**src/rtl/oh_skidbuf.sv**
```systemverilog
// oh_skidbuf: two-entry elastic stage (skid buffer) with valid/ready on both
// sides. Every handshake output comes straight from a flop, so the ready path
// from downstream is cut and no input reaches an output combinationally.
//
// Ports
//   clk        rising-edge clock
//   nreset     synchronous active-low reset
//   flush      synchronous discard of all stored beats
//   in_valid   upstream beat present
//   in_data    upstream payload (DW bits)
//   in_ready   registered; beat accepted on an edge with in_valid & in_ready
//   out_valid  registered; oldest stored beat present
//   out_data   registered payload of the oldest stored beat
//   out_ready  downstream accepts on an edge with out_valid & out_ready
//   count      number of stored beats (0..2)
module oh_skidbuf #(
    parameter int DW = 32
) (
    input  logic          clk,
    input  logic          nreset,
    input  logic          flush,
    input  logic          in_valid,
    input  logic [DW-1:0] in_data,
    output logic          in_ready,
    output logic          out_valid,
    output logic [DW-1:0] out_data,
    input  logic          out_ready,
    output logic [1:0]    count
);

    // State is just {skid_valid, main_valid}; SKID_ONLY can never be reached.
    typedef enum logic [1:0] {
        EMPTY     = 2'b00,
        ONE       = 2'b01,
        SKID_ONLY = 2'b10,
        FULL      = 2'b11
    } state_t;

    logic          main_valid, main_valid_nxt;
    logic          skid_valid, skid_valid_nxt;
    logic [DW-1:0] main_data, main_data_nxt;
    logic [DW-1:0] skid_data, skid_data_nxt;
    logic          acc, take;
    state_t        state;

    assign state     = state_t'({skid_valid, main_valid});
    assign acc       = in_valid & in_ready;
    assign take      = main_valid & out_ready;
    assign out_valid = main_valid;
    assign out_data  = main_data;
    assign count     = {1'b0, main_valid} + {1'b0, skid_valid};

    always_comb begin
        main_valid_nxt = main_valid;
        skid_valid_nxt = skid_valid;
        main_data_nxt  = main_data;
        skid_data_nxt  = skid_data;
        case (state)
            EMPTY: begin
                if (acc) begin
                    main_valid_nxt = 1'b1;
                    main_data_nxt  = in_data;
                end
            end
            ONE: begin
                if (acc && take) begin
                    main_data_nxt = in_data;
                end else if (acc) begin
                    // Downstream stalled: park the new beat in the skid.
                    skid_valid_nxt = 1'b1;
                    skid_data_nxt  = in_data;
                end else if (take) begin
                    main_valid_nxt = 1'b0;
                end
            end
            FULL: begin
                // in_ready is low here, so only a take can move things.
                if (take) begin
                    skid_valid_nxt = 1'b0;
                    main_data_nxt  = skid_data;
                end
            end
            default: begin
                // SKID_ONLY: unreachable, hold everything.
            end
        endcase
        // Flush drops the beats but leaves the payload registers untouched.
        if (flush) begin
            main_valid_nxt = 1'b0;
            skid_valid_nxt = 1'b0;
            main_data_nxt  = main_data;
            skid_data_nxt  = skid_data;
        end
    end

    always_ff @(posedge clk) begin
        if (!nreset) begin
            main_valid <= 1'b0;
            skid_valid <= 1'b0;
            main_data  <= '0;
            skid_data  <= '0;
            in_ready   <= 1'b0;
        end else begin
            main_valid <= main_valid_nxt;
            skid_valid <= skid_valid_nxt;
            main_data  <= main_data_nxt;
            skid_data  <= skid_data_nxt;
            // Ready for the next cycle means the skid will be free.
            in_ready   <= !skid_valid_nxt;
        end
    end

endmodule

```
**config.mk**
```make
export PLATFORM = sky130hd
export DESIGN_NAME = oh_skidbuf
export DESIGN_NICKNAME = d
export VERILOG_FILES = /design/src/rtl/oh_skidbuf.sv
export SDC_FILE = /design/constraint.sdc
export NUM_CORES = 1
export LEC_CHECK = 0
export ABC_AREA = 1
export BUFFER_PORTS_ARGS = -buffer_cell sky130_fd_sc_hd__buf_2
export CELL_PAD_IN_SITES_DETAIL_PLACEMENT = 1
export CELL_PAD_IN_SITES_GLOBAL_PLACEMENT = 2
export CORE_UTILIZATION = 29
export CTS_CLUSTER_SIZE = 24
export DETAILED_ROUTE_END_ITERATION = 10
export GPL_TIMING_DRIVEN = 0
export HOLD_SLACK_MARGIN = 0.15
export PLACE_DENSITY = 0.78
export SLEW_MARGIN = 20
export SYNTH_ARGS = -nofsm -noshare
export SYNTH_HDL_FRONTEND = slang
export SYNTH_SLANG_ARGS = --single-unit
export TNS_END_PERCENT = 50
```
**constraint.sdc**
```tcl
create_clock -name clk -period 2.05 [get_ports clk]
set_input_delay 0.41 -clock clk [delete_from_list [all_inputs] [get_ports clk]]
set_output_delay 0.41 -clock clk [all_outputs]
set_load 0.01 [all_outputs]
```
==> impl_metrics.tcl <==
set metrics [dict create \
    worst_pin_slew_ns 0.5470 \
    grt_pass1_vias 2946 \
    cts_sinks 67 \
    startpoint_type "register" \
    rsz0062_at_grt "no" \
    yosysMostFrequentCell "nor2_1" \
    port_buffers 71 \
    setup_violations 0 \
    clock_latency_ns 0.34 \
    gp_congestion 0.7073 \
    cts_buffer_depth 2 \
    syn_avg_cell_area_um2 7.183 \
    slew_headroom_pct 63.53 \
    gr-usage-all-layers_pct 16.28 \
    yosysSeqAreaShare_pct 43.93 \
    synth_edf_count 0 \
    synth_area_leaders "dfxtp_1 44%, nor2_1 16%, nand2_1 8.9%" \
    layoutNonFillerInstCount 648 \
    cts_buffers 9 \
    fin_worst_skew_ns 0.01046 \
    netlist_area_um2 3053 \
    hold_viol_final 0 \
    hp-class "input pin to register" \
    fmax_ghz 0.5631 \
    leakagePower_nw 1.693 \
    grt_overflow 0 \
    rows 37 \
    grt_max_degree 13 \
    clockPowerShare_pct 43.5 \
    netSwitchingFraction_pct 25.26 \
    place_hpwl_um 6184 \
    synth_flop_cell "dfxtp_1" \
    synth_warnings 0 \
    comb_power_share_pct 10.6 \
    grt_pass1_wl_um 14080 \
    period_needed_ns 1.776 \
    vias_per_cell 4.480 \
    synth_async_sr_flop_share_pct 0 \
    dieHeight_um 104.6 \
    syn_inst 425 \
    nets 548 \
    die_w_um 104.6 \
    first_pass_iters 4 \
    post-route-period-util_pct 86.62 \
    cts.clk_slew.worst_paths_ns 0.08 \
    via_count 2903 \
    synthDistinctLibCells 23 \
    cp.arrival_ns 2.02 \
    cp-end-kind "register" \
    synth_top_area_cell "dfxtp_1" \
    syn-num-nets 466 \
    status "finished clean" \
    slew_viol_final 0 \
    ir_worst_vdd_v 0.0003186 \
    antenna_cells 0 \
    drive_gt1_share_pct 23.24 \
    setup-tns-final_ns 0 \
    antenna_found_initial 0 \
    clock-root-buffer "clkbuf_8" \
    antenna_left 0 \
    intPower_mw 2.236 \
    drv_cap 0 \
    critPathRequiredTime_ns 2.29 \
    synth-seq-cells 67 \
    areaGrowthSynthToFinish_pct 24.96 \
    htreeDepth 3 \
    switchingPower_uw 755.6 \
    place_inst 632 \
    sequentialPowerShare_pct 45.8 \
    post-cts-setup-buffers 0 \
    wl_per_cell_um 12.86 \
    die_area_um2 10940 \
    io_pins 73 \
    start_util_pct 29.71 \
    crit_fanout 10 \
    core_um2 10280 \
    power_density_nw_per_um2 784.2 \
    remaining_drc_errors 0 \
    cts_tree "yes" \
    crit_type "register to register" \
    wirelength_um 8335 \
    whs_ns 0.3238 \
    synthTopCellsByCount "131 x nor2_1, 72 x nand2_1, 67 x dfxtp_1" \
    initialDrtViolationCount 76 \
    synth_top_area_share_pct 43.93 \
]
-- critical path: stages (launching register included) --
cell and delay [ns]:
dfxtp_2 0.43, ha_1 0.20, buf_2 0.21, inv_2 0.08, clkbuf_1 0.23, a21boi_0 0.31
nand3_1 0.12, nand2_1 0.07, nor2_1 0.04
-- cell usage in the layout (no fill, tap or decap), drive strengths merged --
cell type | netlist | final
nand3 | 35 | 35
o21ai | 33 | 33
nand4 | 2 | 2
ha | 4 | 4
bufinv | 0 | 2
nor2 | 134 | 134
a21boi | 32 | 32
clkbuf | 9 | 20
a21oi | 3 | 3
nand2 | 75 | 75
dfxtp | 67 | 67
clkinvlp | 0 | 2
inv | 11 | 12
buf | 20 | 91
-- sequential cells by signal, summed over array words and instances (netlist names) --
name and flops:
skid_valid 1, in_ready 1, out_valid 1, out_data 32
skid_data 32
-- final cells by class --
| class | count | area (um^2) |
|---|---|---|
| Fill cell | 1344 | 6462 |
| Clock inverter | 5 | 83.83 |
| Buffer | 29 | 170.2 |
| Clock buffer | 11 | 151.4 |
| Multi-Input combinational cell | 318 | 1500 |
| Inverter | 11 | 41.29 |
| Sequential cell | 67 | 1343 |
| Tap cell | 136 | 170.2 |
| Timing Repair Buffer | 71 | 355.3 |
-- power groups by stage --
stage	combinational [mW]	clock [mW]	sequential, mW
floorplan	0.171	0	1.42
global placement	0.318	0	1.40
detailed placement	0.324	0	1.40
CTS	0.325	1.34	1.37
global route	0.364	1.40	1.38
finish	0.318	1.30	1.37
-- per-layer routing --
layer  GRT usage (%)  part of all wire, %
met1           20.39                   49
met5               0                    0
met3           2.745                  3.0
met4           6.338                  1.6
met2           27.81                   47
-- kinds of logic (layout without fill, tap and decap cells) --
group           count (synthesis)  in the layout  share of synthesized area (%)
compound gates                 68             68                          13.89
fa+ha+maj                       4              4                          1.639
simple gates                  246            246                          33.61
buf+inv                        40            127                          6.926
flops                          67             67                          43.93
-- metrics by stage --
stage | util [%] | worst slack, ns | cell area, um^2 | power (mW)
after floorplan | - | 0.3767 | 3053 | 1.594
after global placement | 34.82 | 0.1179 | 3578 | 1.719
after detailed placement | 34.82 | 0.1175 | 3578 | 1.727
after CTS | 37.11 | 0.09445 | 3814 | 3.041
after global routing | 37.12 | 0.06810 | 3815 | 3.147
final | 37.12 | 0.2742 | 3815 | 2.992
-- timing repair --
action,4_1_cts,5_1_grt
hold buffers,0,0
setup endpoints to repair,0,24
gates resized for setup,0,1
-- final timing paths --
kind / cells after the start / start / end / slack, ns
setup / recovery: 8 / out_valid / out_data[5] / 0.27
hold / removal: 3 / in_data[20] / skid_data[20] / 0.32
setup reg to reg: 8 / out_valid / out_data[5] / 0.27
hold reg to reg: 2 / out_data[31] / out_data[31] / 0.48
(Power assumes the default switching activity.)
